File: src/rtl/nes_pad_pkg.sv
// Shared definitions for the NES controller responder.
//   NES_BITS      : number of serial bits in one poll
//   BTN_A..BTN_RIGHT : bit positions of each button in the button byte
//   pad_state_e   : responder poll state
package nes_pad_pkg;

  localparam int unsigned NES_BITS = 8;

  localparam int unsigned BTN_A      = 0;
  localparam int unsigned BTN_B      = 1;
  localparam int unsigned BTN_SELECT = 2;
  localparam int unsigned BTN_START  = 3;
  localparam int unsigned BTN_UP     = 4;
  localparam int unsigned BTN_DOWN   = 5;
  localparam int unsigned BTN_LEFT   = 6;
  localparam int unsigned BTN_RIGHT  = 7;

  typedef enum logic [1:0] {
    ST_IDLE  = 2'd0,
    ST_LOAD  = 2'd1,
    ST_SHIFT = 2'd2,
    ST_DONE  = 2'd3
  } pad_state_e;

endpackage

File: src/rtl/nes_pad_input_filter.sv
// Synchronizer + glitch filter for one asynchronous console line.
//   i_clk, i_rst : system clock, synchronous active-high reset
//   i_async      : raw asynchronous input
//   o_level      : filtered level
//   o_rise       : one-cycle strobe, coincident with o_level going 1
//   o_fall       : one-cycle strobe, coincident with o_level going 0
// A new level is accepted only after GLITCH_CYCLES consecutive synchronized
// samples differ from the current filtered level; the accepted edge appears
// 2+GLITCH_CYCLES cycles after a clean raw edge.
module nes_pad_input_filter #(
  parameter int unsigned GLITCH_CYCLES = 4
) (
  input  logic i_clk,
  input  logic i_rst,
  input  logic i_async,
  output logic o_level,
  output logic o_rise,
  output logic o_fall
);

  localparam int unsigned CW = (GLITCH_CYCLES > 1) ? $clog2(GLITCH_CYCLES) : 1;

  logic          sync1_q, sync1_d;
  logic          sync2_q, sync2_d;
  logic          level_q, level_d;
  logic          rise_q,  rise_d;
  logic          fall_q,  fall_d;
  logic [CW-1:0] cnt_q,   cnt_d;

  always_comb begin
    sync1_d = i_async;
    sync2_d = sync1_q;
    level_d = level_q;
    cnt_d   = '0;
    // Any sample matching the current level restarts the run count.
    if (sync2_q != level_q) begin
      if (cnt_q == CW'(GLITCH_CYCLES - 1)) begin
        level_d = sync2_q;
      end else begin
        cnt_d = cnt_q + 1'b1;
      end
    end
    rise_d = level_d & ~level_q;
    fall_d = ~level_d & level_q;
  end

  always_ff @(posedge i_clk) begin
    if (i_rst) begin
      sync1_q <= 1'b0;
      sync2_q <= 1'b0;
      level_q <= 1'b0;
      rise_q  <= 1'b0;
      fall_q  <= 1'b0;
      cnt_q   <= '0;
    end else begin
      sync1_q <= sync1_d;
      sync2_q <= sync2_d;
      level_q <= level_d;
      rise_q  <= rise_d;
      fall_q  <= fall_d;
      cnt_q   <= cnt_d;
    end
  end

  assign o_level = level_q;
  assign o_rise  = rise_q;
  assign o_fall  = fall_q;

endmodule

File: src/rtl/nes_pad_responder.sv
// NES controller emulation: answers console latch/pulse polls with the
// current button state, serially, pressed = 0 on the line.
//   i_clk, i_rst  : system clock, synchronous active-high reset
//   i_latch       : console latch (async, active-high)
//   i_pulse       : console data clock (async, bit advances on rise)
//   i_buttons     : pressed=1; A,B,Select,Start,Up,Down,Left,Right (bit0..7)
//   i_turbo       : turbo enable for A (bit0) and B (bit1)
//   o_data        : serial line to console
//   o_poll_done   : one-cycle strobe when the 8th bit is shifted out
//   o_bit_idx     : index of the bit currently on o_data (0..8)
// Build option: define NES_PAD_TURBO_EN to build the turbo phase logic;
// otherwise i_turbo is ignored and effective buttons equal i_buttons.
module nes_pad_responder
  import nes_pad_pkg::*;
#(
  parameter int unsigned GLITCH_CYCLES = 4,
  parameter int unsigned TURBO_FRAMES  = 2
) (
  input  logic       i_clk,
  input  logic       i_rst,
  input  logic       i_latch,
  input  logic       i_pulse,
  input  logic [7:0] i_buttons,
  input  logic [1:0] i_turbo,
  output logic       o_data,
  output logic       o_poll_done,
  output logic [3:0] o_bit_idx
);

  logic latch_level, latch_rise, latch_fall;
  logic pulse_level, pulse_rise, pulse_fall;

  nes_pad_input_filter #(.GLITCH_CYCLES(GLITCH_CYCLES)) u_latch_filter (
    .i_clk   (i_clk),
    .i_rst   (i_rst),
    .i_async (i_latch),
    .o_level (latch_level),
    .o_rise  (latch_rise),
    .o_fall  (latch_fall)
  );

  nes_pad_input_filter #(.GLITCH_CYCLES(GLITCH_CYCLES)) u_pulse_filter (
    .i_clk   (i_clk),
    .i_rst   (i_rst),
    .i_async (i_pulse),
    .o_level (pulse_level),
    .o_rise  (pulse_rise),
    .o_fall  (pulse_fall)
  );

  logic [7:0] eff_buttons;
  logic       unused_sigs;

`ifdef NES_PAD_TURBO_EN
  localparam int unsigned TW = (TURBO_FRAMES > 1) ? $clog2(TURBO_FRAMES) : 1;

  logic [TW-1:0] turbo_cnt_q, turbo_cnt_d;
  logic          phase_q,     phase_d;

  always_comb begin
    turbo_cnt_d = turbo_cnt_q;
    phase_d     = phase_q;
    if (latch_fall) begin
      if (turbo_cnt_q == TW'(TURBO_FRAMES - 1)) begin
        turbo_cnt_d = '0;
        phase_d     = ~phase_q;
      end else begin
        turbo_cnt_d = turbo_cnt_q + 1'b1;
      end
    end
    eff_buttons        = i_buttons;
    eff_buttons[BTN_A] = i_buttons[BTN_A] & (~i_turbo[0] | phase_q);
    eff_buttons[BTN_B] = i_buttons[BTN_B] & (~i_turbo[1] | phase_q);
  end

  always_ff @(posedge i_clk) begin
    if (i_rst) begin
      turbo_cnt_q <= '0;
      phase_q     <= 1'b0;
    end else begin
      turbo_cnt_q <= turbo_cnt_d;
      phase_q     <= phase_d;
    end
  end

  assign unused_sigs = ^{latch_rise, pulse_level, pulse_fall};
`else
  assign eff_buttons = i_buttons;
  assign unused_sigs = ^{latch_rise, latch_fall, pulse_level, pulse_fall,
                         i_turbo, TURBO_FRAMES[0]};
`endif

  pad_state_e state_q, state_d;
  logic [7:0] shreg_q, shreg_d;
  logic [3:0] bit_idx_q, bit_idx_d;
  logic       data_q, data_d;
  logic       poll_done_q, poll_done_d;

  // State register
  always_ff @(posedge i_clk) begin
    if (i_rst) begin
      state_q     <= ST_IDLE;
      shreg_q     <= '0;
      bit_idx_q   <= '0;
      data_q      <= 1'b1;
      poll_done_q <= 1'b0;
    end else begin
      state_q     <= state_d;
      shreg_q     <= shreg_d;
      bit_idx_q   <= bit_idx_d;
      data_q      <= data_d;
      poll_done_q <= poll_done_d;
    end
  end

  // Next-state logic: a high latch wins over everything, including a
  // simultaneous pulse edge in SHIFT.
  always_comb begin
    state_d = state_q;
    if (latch_level) begin
      state_d = ST_LOAD;
    end else begin
      case (state_q)
        // The filtered level drops in the same cycle as the fall strobe,
        // so testing the level keeps LOAD from ever sticking.
        ST_LOAD:  state_d = ST_SHIFT;
        ST_SHIFT: if (pulse_rise && (bit_idx_q == 4'(NES_BITS - 1))) state_d = ST_DONE;
        default:  state_d = state_q;
      endcase
    end
  end

  // Output / datapath logic (registered outputs)
  always_comb begin
    shreg_d     = shreg_q;
    bit_idx_d   = bit_idx_q;
    data_d      = data_q;
    poll_done_d = 1'b0;
    if (latch_level) begin
      shreg_d   = eff_buttons;
      data_d    = ~eff_buttons[0];
      bit_idx_d = '0;
    end else begin
      case (state_q)
        ST_IDLE: begin
          data_d    = 1'b1;
          bit_idx_d = '0;
        end
        ST_LOAD: begin
          // Latch has fallen: keep the last loaded value frozen.
        end
        ST_SHIFT: begin
          if (pulse_rise) begin
            shreg_d   = {1'b0, shreg_q[7:1]};
            bit_idx_d = bit_idx_q + 4'd1;
            if (bit_idx_q == 4'(NES_BITS - 1)) begin
              data_d      = 1'b0;
              poll_done_d = 1'b1;
            end else begin
              data_d = ~shreg_q[1];
            end
          end
        end
        default: begin
          data_d    = 1'b0;
          bit_idx_d = 4'(NES_BITS);
        end
      endcase
    end
  end

  assign o_data      = data_q;
  assign o_poll_done = poll_done_q;
  assign o_bit_idx   = bit_idx_q;

endmodule
File: config.mk
export PLATFORM = sky130hd
export DESIGN_NAME = nes_pad_responder
export DESIGN_NICKNAME = d
export VERILOG_FILES = /design/src/rtl/nes_pad_pkg.sv /design/src/rtl/nes_pad_input_filter.sv /design/src/rtl/nes_pad_responder.sv
export SDC_FILE = /design/constraint.sdc
export NUM_CORES = 1
export LEC_CHECK = 0
export BUFFER_PORTS_ARGS = -buffer_cell sky130_fd_sc_hd__buf_2
export CAP_MARGIN = 25
export CORE_ASPECT_RATIO = 1.2
export CORE_MARGIN = 2
export CORE_UTILIZATION = 50
export CTS_CLUSTER_DIAMETER = 30
export DETAILED_ROUTE_END_ITERATION = 10
export PLACE_DENSITY = 0.76
export RECOVER_POWER = 25
export SETUP_SLACK_MARGIN = 0.3
export SLEW_MARGIN = 10
export SYNTH_ARGS = -nofsm -noshare
export SYNTH_HDL_FRONTEND = slang
export SYNTH_HIERARCHICAL = 1
export SYNTH_SLANG_ARGS = --single-unit
File: constraint.sdc
create_clock -name i_clk -period 1.81 [get_ports i_clk]
set_clock_uncertainty 0.2 [all_clocks]
set_input_delay 0 -clock i_clk [delete_from_list [all_inputs] [get_ports i_clk]]
set_output_delay 0 -clock i_clk [all_outputs]
set_load 0.01 [all_outputs]
==> results of run 1 <==
-- placed cells by master (no fill, tap or decap), drive strengths merged, types with 3 or more instances in the layout --
| master | count |
|---|---|
| dfxtp | 26 |
| buf | 15 |
| dlygate4sd3 | 14 |
| nor2b | 11 |
| nor2 | 10 |
| clkbuf | 9 |
| nor3 | 8 |
| a2111oi | 6 |
| nand2 | 5 |
| nand3b | 3 |
| ha | 3 |
-- flip-flops by register name, summed over array words and instances, names as in the netlist --
name / cells
o_bit_idx: 4
o_data: 1
o_poll_done: 1
shreg_q: 7
state_q: 2
u_latch_filter/cnt_q: 2
u_latch_filter/o_level: 1
u_latch_filter/sync1_q: 1
u_latch_filter/sync2_q: 1
u_pulse_filter/cnt_q: 2
u_pulse_filter/o_level: 1
u_pulse_filter/o_rise: 1
u_pulse_filter/sync1_q: 1
u_pulse_filter/sync2_q: 1
-- worst max-delay path, stage by stage, from the launching register on --
cell and delay, ps:
dfxtp_1 470, ha_4 170, and3b_2 200, o22ai_1 80, a2111o_1 350
-- stage by stage --
step	power (mW)	cells	cell area, sq um
floorplan	0.6057	112	1180
global placement	0.6228	154	1260
detailed placement	0.6241	154	1260
CTS	0.9314	172	1443
global route	0.9688	174	1469
finish	0.9221	174	1469
-- area by class of cell --
type	count	share of cell area, %
multi-input cells	77	41.65
flip-flops and latches	26	36.29
inverters	2	0.5111
well taps	31	2.641
repair buffers	34	16.44
clock buffers	4	2.470
-- final timing paths --
path	start	to	slack [ps]
max	o_bit_idx[1]	o_data	250
min	u_latch_filter/cnt_q[0]	u_latch_filter/cnt_q[0]	250
max reg2reg	o_bit_idx[1]	o_data	250
min reg2reg	u_latch_filter/cnt_q[0]	u_latch_filter/cnt_q[0]	250
-- where the power goes --
part | switching [mW] | total, mW | leakage [nW] | internal, mW
Sequential | 0.00262 | 0.576 | 0.213 | 0.573
Clock | 0.167 | 0.290 | 0.0210 | 0.123
Combinational | 0.0229 | 0.0562 | 0.368 | 0.0334
-- routing by layer --
metal  vias up  part of all wire, %
li1        469                    -
met1       437                   41
met2        19                   54
met3         7                  2.5
met4         0                  2.7
met5         -                    0
-- what timing repair did --
item | 4_1_cts | 5_1_grt
hold buffers | 14 | 0
buffers inserted | 0 | 2
resized for setup | 4 | 8
setup endpoints to repair | 7 | 7
pin swaps | 0 | 2
hold endpoints to repair | 17 | 0
==> impl_metrics.json, run 1 <==
{
  "clk_pin_slew_ps": 130,
  "io_buffers": 17,
  "overflow": 0,
  "start_util_pct": 52.13,
  "critPathKind": "flop to flop",
  "viasPerCell": 5.356,
  "grt_pass1_vias": 863,
  "dr.pass1.iters": 4,
  "fill_cells": 198,
  "p_leak_nw": 0.6020,
  "htree_levels": 1,
  "fin_ws_ps": 245.9,
  "cellPowerDensity_nw_per_um2": 627.7,
  "cts_tree": "done",
  "hold_class": "flop to flop",
  "worst-path-max-fanout": 5,
  "vias": 932,
  "maxSlewHeadroom_pct": 58.57,
  "grt_pass1_wl_um": 3601,
  "required_ps": 1840,
  "timing.final.max_slew_violations": 0,
  "holdPathStages": 1,
  "gr-usage-met1_pct": 19.68,
  "max_freq_mhz": 639.3,
  "cts-root-buf": "clkbuf_4",
  "seq_area_sq_um": 533.0,
  "core_sq_um": 2258,
  "num_antenna_cells": 0,
  "layout-drive-gt1-share_pct": 27.27,
  "worstMarginPinSlew_ps": 619.5,
  "holdWs_ps": 251.1,
  "ant_nets": 0,
  "final-setup-viol-count": 0,
  "dp_hpwl_um": 1350,
  "ff2ff_path_depth": 4,
  "post-route-period-util_pct": 86.42,
  "end_kind": "flop",
  "grt_max_degree": 19,
  "drt_iter0_markers": 9,
  "use_met2_pct": 32.71,
  "clock_path_buffers": 2,
  "ys_warn_count": 6,
  "dp_slack_ps": 220.9,
  "syn_inst": 112,
  "grt.busiest_layer": "met2",
  "critPathArrivalTime_ps": 1590,
  "fin_tns_setup_ps": 0,
  "gp_congestion": 0.7135,
  "fin_util_pct": 65.04,
  "wl_per_cell_um": 13.22,
  "avgSynthCellArea_sq_um": 10.51,
  "status": "completed",
  "clock_latency_ps": 320,
  "crit_path_start_kind": "flop",
  "area_growth_pct": 24.76,
  "layout.nets": 161,
  "die_x_um": 48.30,
  "met3_usage_pct": 3.165,
  "rows": 19,
  "ios": 20,
  "die-area_sq_um": 2760,
  "routed_wl_um": 2300,
  "drv_cap": 0,
  "synthesis.area_sq_um": 1177,
  "peakVddDrop_mv": 0.5035,
  "grt_antenna_before_repair": 0,
  "route.detailed.drc": 0,
  "synthesis.nets": 129,
  "finalHoldViolations": 0,
  "track_usage_pct": 18.55,
  "clkSinkCount": 26,
  "rsz0062_at_grt": "yes",
  "cts-buffers-inserted": 3,
  "min_period_ps": 1564,
  "die_height_um": 57.16,
  "multi_input_area_sq_um": 611.8
}
Power figures use the tool's default switching activity.
==> run 2, diff against run 1 <==
--- a/config.mk
+++ b/config.mk
@@ -12,7 +12,7 @@
 export CORE_UTILIZATION = 50
 export CTS_CLUSTER_DIAMETER = 30
 export DETAILED_ROUTE_END_ITERATION = 10
-export PLACE_DENSITY = 0.76
+export PLACE_DENSITY = 0.8
 export RECOVER_POWER = 25
 export SETUP_SLACK_MARGIN = 0.3
 export SLEW_MARGIN = 10
==> constraint.sdc (replaced) <==
create_clock -name i_clk -period 1.81 [get_ports i_clk]
set_clock_uncertainty 0.2 [all_clocks]
set_input_delay 0 -clock i_clk [delete_from_list [all_inputs] [get_ports i_clk]]
set_output_delay 0 -clock i_clk [all_outputs]
set_load 0.005 [all_outputs]
==> impl_metrics.json, run 2 (synthesis results as in run 1) <==
{
  "status": "completed",
  "dr.pass1.iters": 4,
  "p_int_mw": 0.8315,
  "p_leak_nw": 0.6412,
  "overflow": 0,
  "mostFrequentLayoutCells": "dfxtp_1 (20), dlygate4sd3_1 (15), buf_2 (14)",
  "route.detailed.drc": 0,
  "cellPowerDensity_nw_per_um2": 667.8,
  "switching_share_pct": 18.63,
  "end_kind": "flop",
  "post-route-period-util_pct": 81.92,
  "fin_tns_setup_ps": 0,
  "layout_commonest_cell": "dfxtp_1",
  "wl_per_cell_um": 12.78,
  "min_period_ps": 1483,
  "vias": 957,
  "clkSinkCount": 26,
  "grt_antenna_before_repair": 0,
  "critPathArrivalTime_ps": 1490,
  "ios": 20,
  "required_ps": 1820,
  "maxSlewHeadroom_pct": 64.68,
  "worstMarginPinSlew_ps": 528.1,
  "grt_max_degree": 24,
  "area_growth_pct": 29.97,
  "cts-buffers-inserted": 3,
  "htree_levels": 1,
  "holdWs_ps": 242.2,
  "clockPowerShare_pct": 38.1,
  "grt_pass1_vias": 958,
  "crit_path_start_kind": "flop",
  "drv_cap": 0,
  "clock_latency_ps": 310,
  "die_height_um": 57.16,
  "cts-root-buf": "clkbuf_4",
  "dp.cells": 154,
  "start_util_pct": 52.13,
  "dp_slack_ps": 240.9,
  "layout.nets": 166,
  "cts_tree": "done",
  "num_antenna_cells": 0,
  "clock_path_buffers": 2,
  "stdcell_count": 179,
  "gp_congestion": 0.7557,
  "max_freq_mhz": 674.4,
  "largest_register_ffs": 7,
  "timing.critical_path.from": "o_bit_idx[0]",
  "min-delay-start": "u_pulse_filter/cnt_q[0]",
  "r2r_start": "o_bit_idx[0]",
  "drt_iter0_markers": 10,
  "io_buffers": 17,
  "die-area_sq_um": 2760,
  "regMostFlops": "shreg_q",
  "ant_nets": 0,
  "finalHoldViolations": 0,
  "die_x_um": 48.30,
  "critPathKind": "flop to flop",
  "routed_wl_um": 2288,
  "peakVddDrop_mv": 0.5982,
  "rows": 19,
  "worst-path-max-fanout": 2,
  "layout-drive-gt1-share_pct": 31.08,
  "finalPower_mw": 1.022,
  "clk_pin_slew_ps": 130,
  "final-setup-viol-count": 0,
  "pwr-share-seq_pct": 56.3,
  "grt_pass1_wl_um": 4022,
  "track_usage_pct": 19.88,
  "core_sq_um": 2258,
  "power_frac_comb_pct": 5.6,
  "dp_hpwl_um": 1357,
  "viasPerCell": 5.346,
  "fin_ws_ps": 327.2,
  "switching_power_mw": 0.1904,
  "timing.final.max_slew_violations": 0,
  "fill_cells": 180,
  "rsz0062_at_grt": "no",
  "hold_class": "flop to flop"
}
## run 2: changes by cell type in the layout (fill, tap and decap cells not counted), sizes merged
cell         previous run  this run
buf                    15        21
dlygate4sd3            14        15
clkbuf                  9         6
bufinv                  0         1
## run 2: path summary, 6_finish.rpt
kind,endpoint,slack [ps],depth (start not counted)
max reg2reg,o_data,330,4
min,u_pulse_filter/cnt_q[0],240,1
max,o_data,330,4
min reg2reg,u_pulse_filter/cnt_q[0],240,1
## run 2: repair_timing
action                     CTS  global route
gates cloned                 0             0
setup endpoints to repair    2             7
gates resized for setup      4             5
hold buffers                15             0
hold endpoints to repair    15             0
pin swaps                    0             1
buffers inserted             3             3
## run 2: per-stage QoR
stage                     area, sq um  utilization [%]
after detailed placement         1272            56.34
after global routing             1530            67.76
after CTS                        1504            66.59
after global placement           1272            56.34
after floorplan                  1180                -
final                            1530            67.76
## run 2: critical path: stages (launching register included)
cell	delay [ps]
dfxtp_4	370
ha_2	160
and3b_2	190
o22ai_1	80
a2111o_1	380
## run 2: cell type report
| type | count | area, sq um | share of cell area, % |
|---|---|---|---|
| clock buffers | 3 | 22.52 | 1.472 |
| multi-input cells | 77 | 599.3 | 39.17 |
| flip-flops and latches | 26 | 535.5 | 35.00 |
| clock inverters | 1 | 30.03 | 1.962 |
| inverters | 2 | 7.507 | 0.4906 |
| repair buffers | 39 | 296.5 | 19.38 |
| well taps | 31 | 38.79 | 2.535 |
## run 2: power by group through the flow
stage	combinational (mW)	clock (mW)	sequential, mW
2_1_floorplan	0.0134	0	0.592
3_3_place_gp	0.0300	0	0.593
3_5_place_dp	0.0310	0	0.593
4_1_cts	0.0566	0.399	0.579
5_1_grt	0.0613	0.427	0.577
6_report	0.0568	0.389	0.576
## run 2: layer usage
layer	global-route usage, %	share of wire, %	wire [um]	vias to the layer above
li1	-	-	-	480
met1	25.50	45	1031	459
met2	32.14	52	1185	16
met3	3.165	2.4	55	2
met4	7.722	0.70	16	0
met5	0	0	0	-
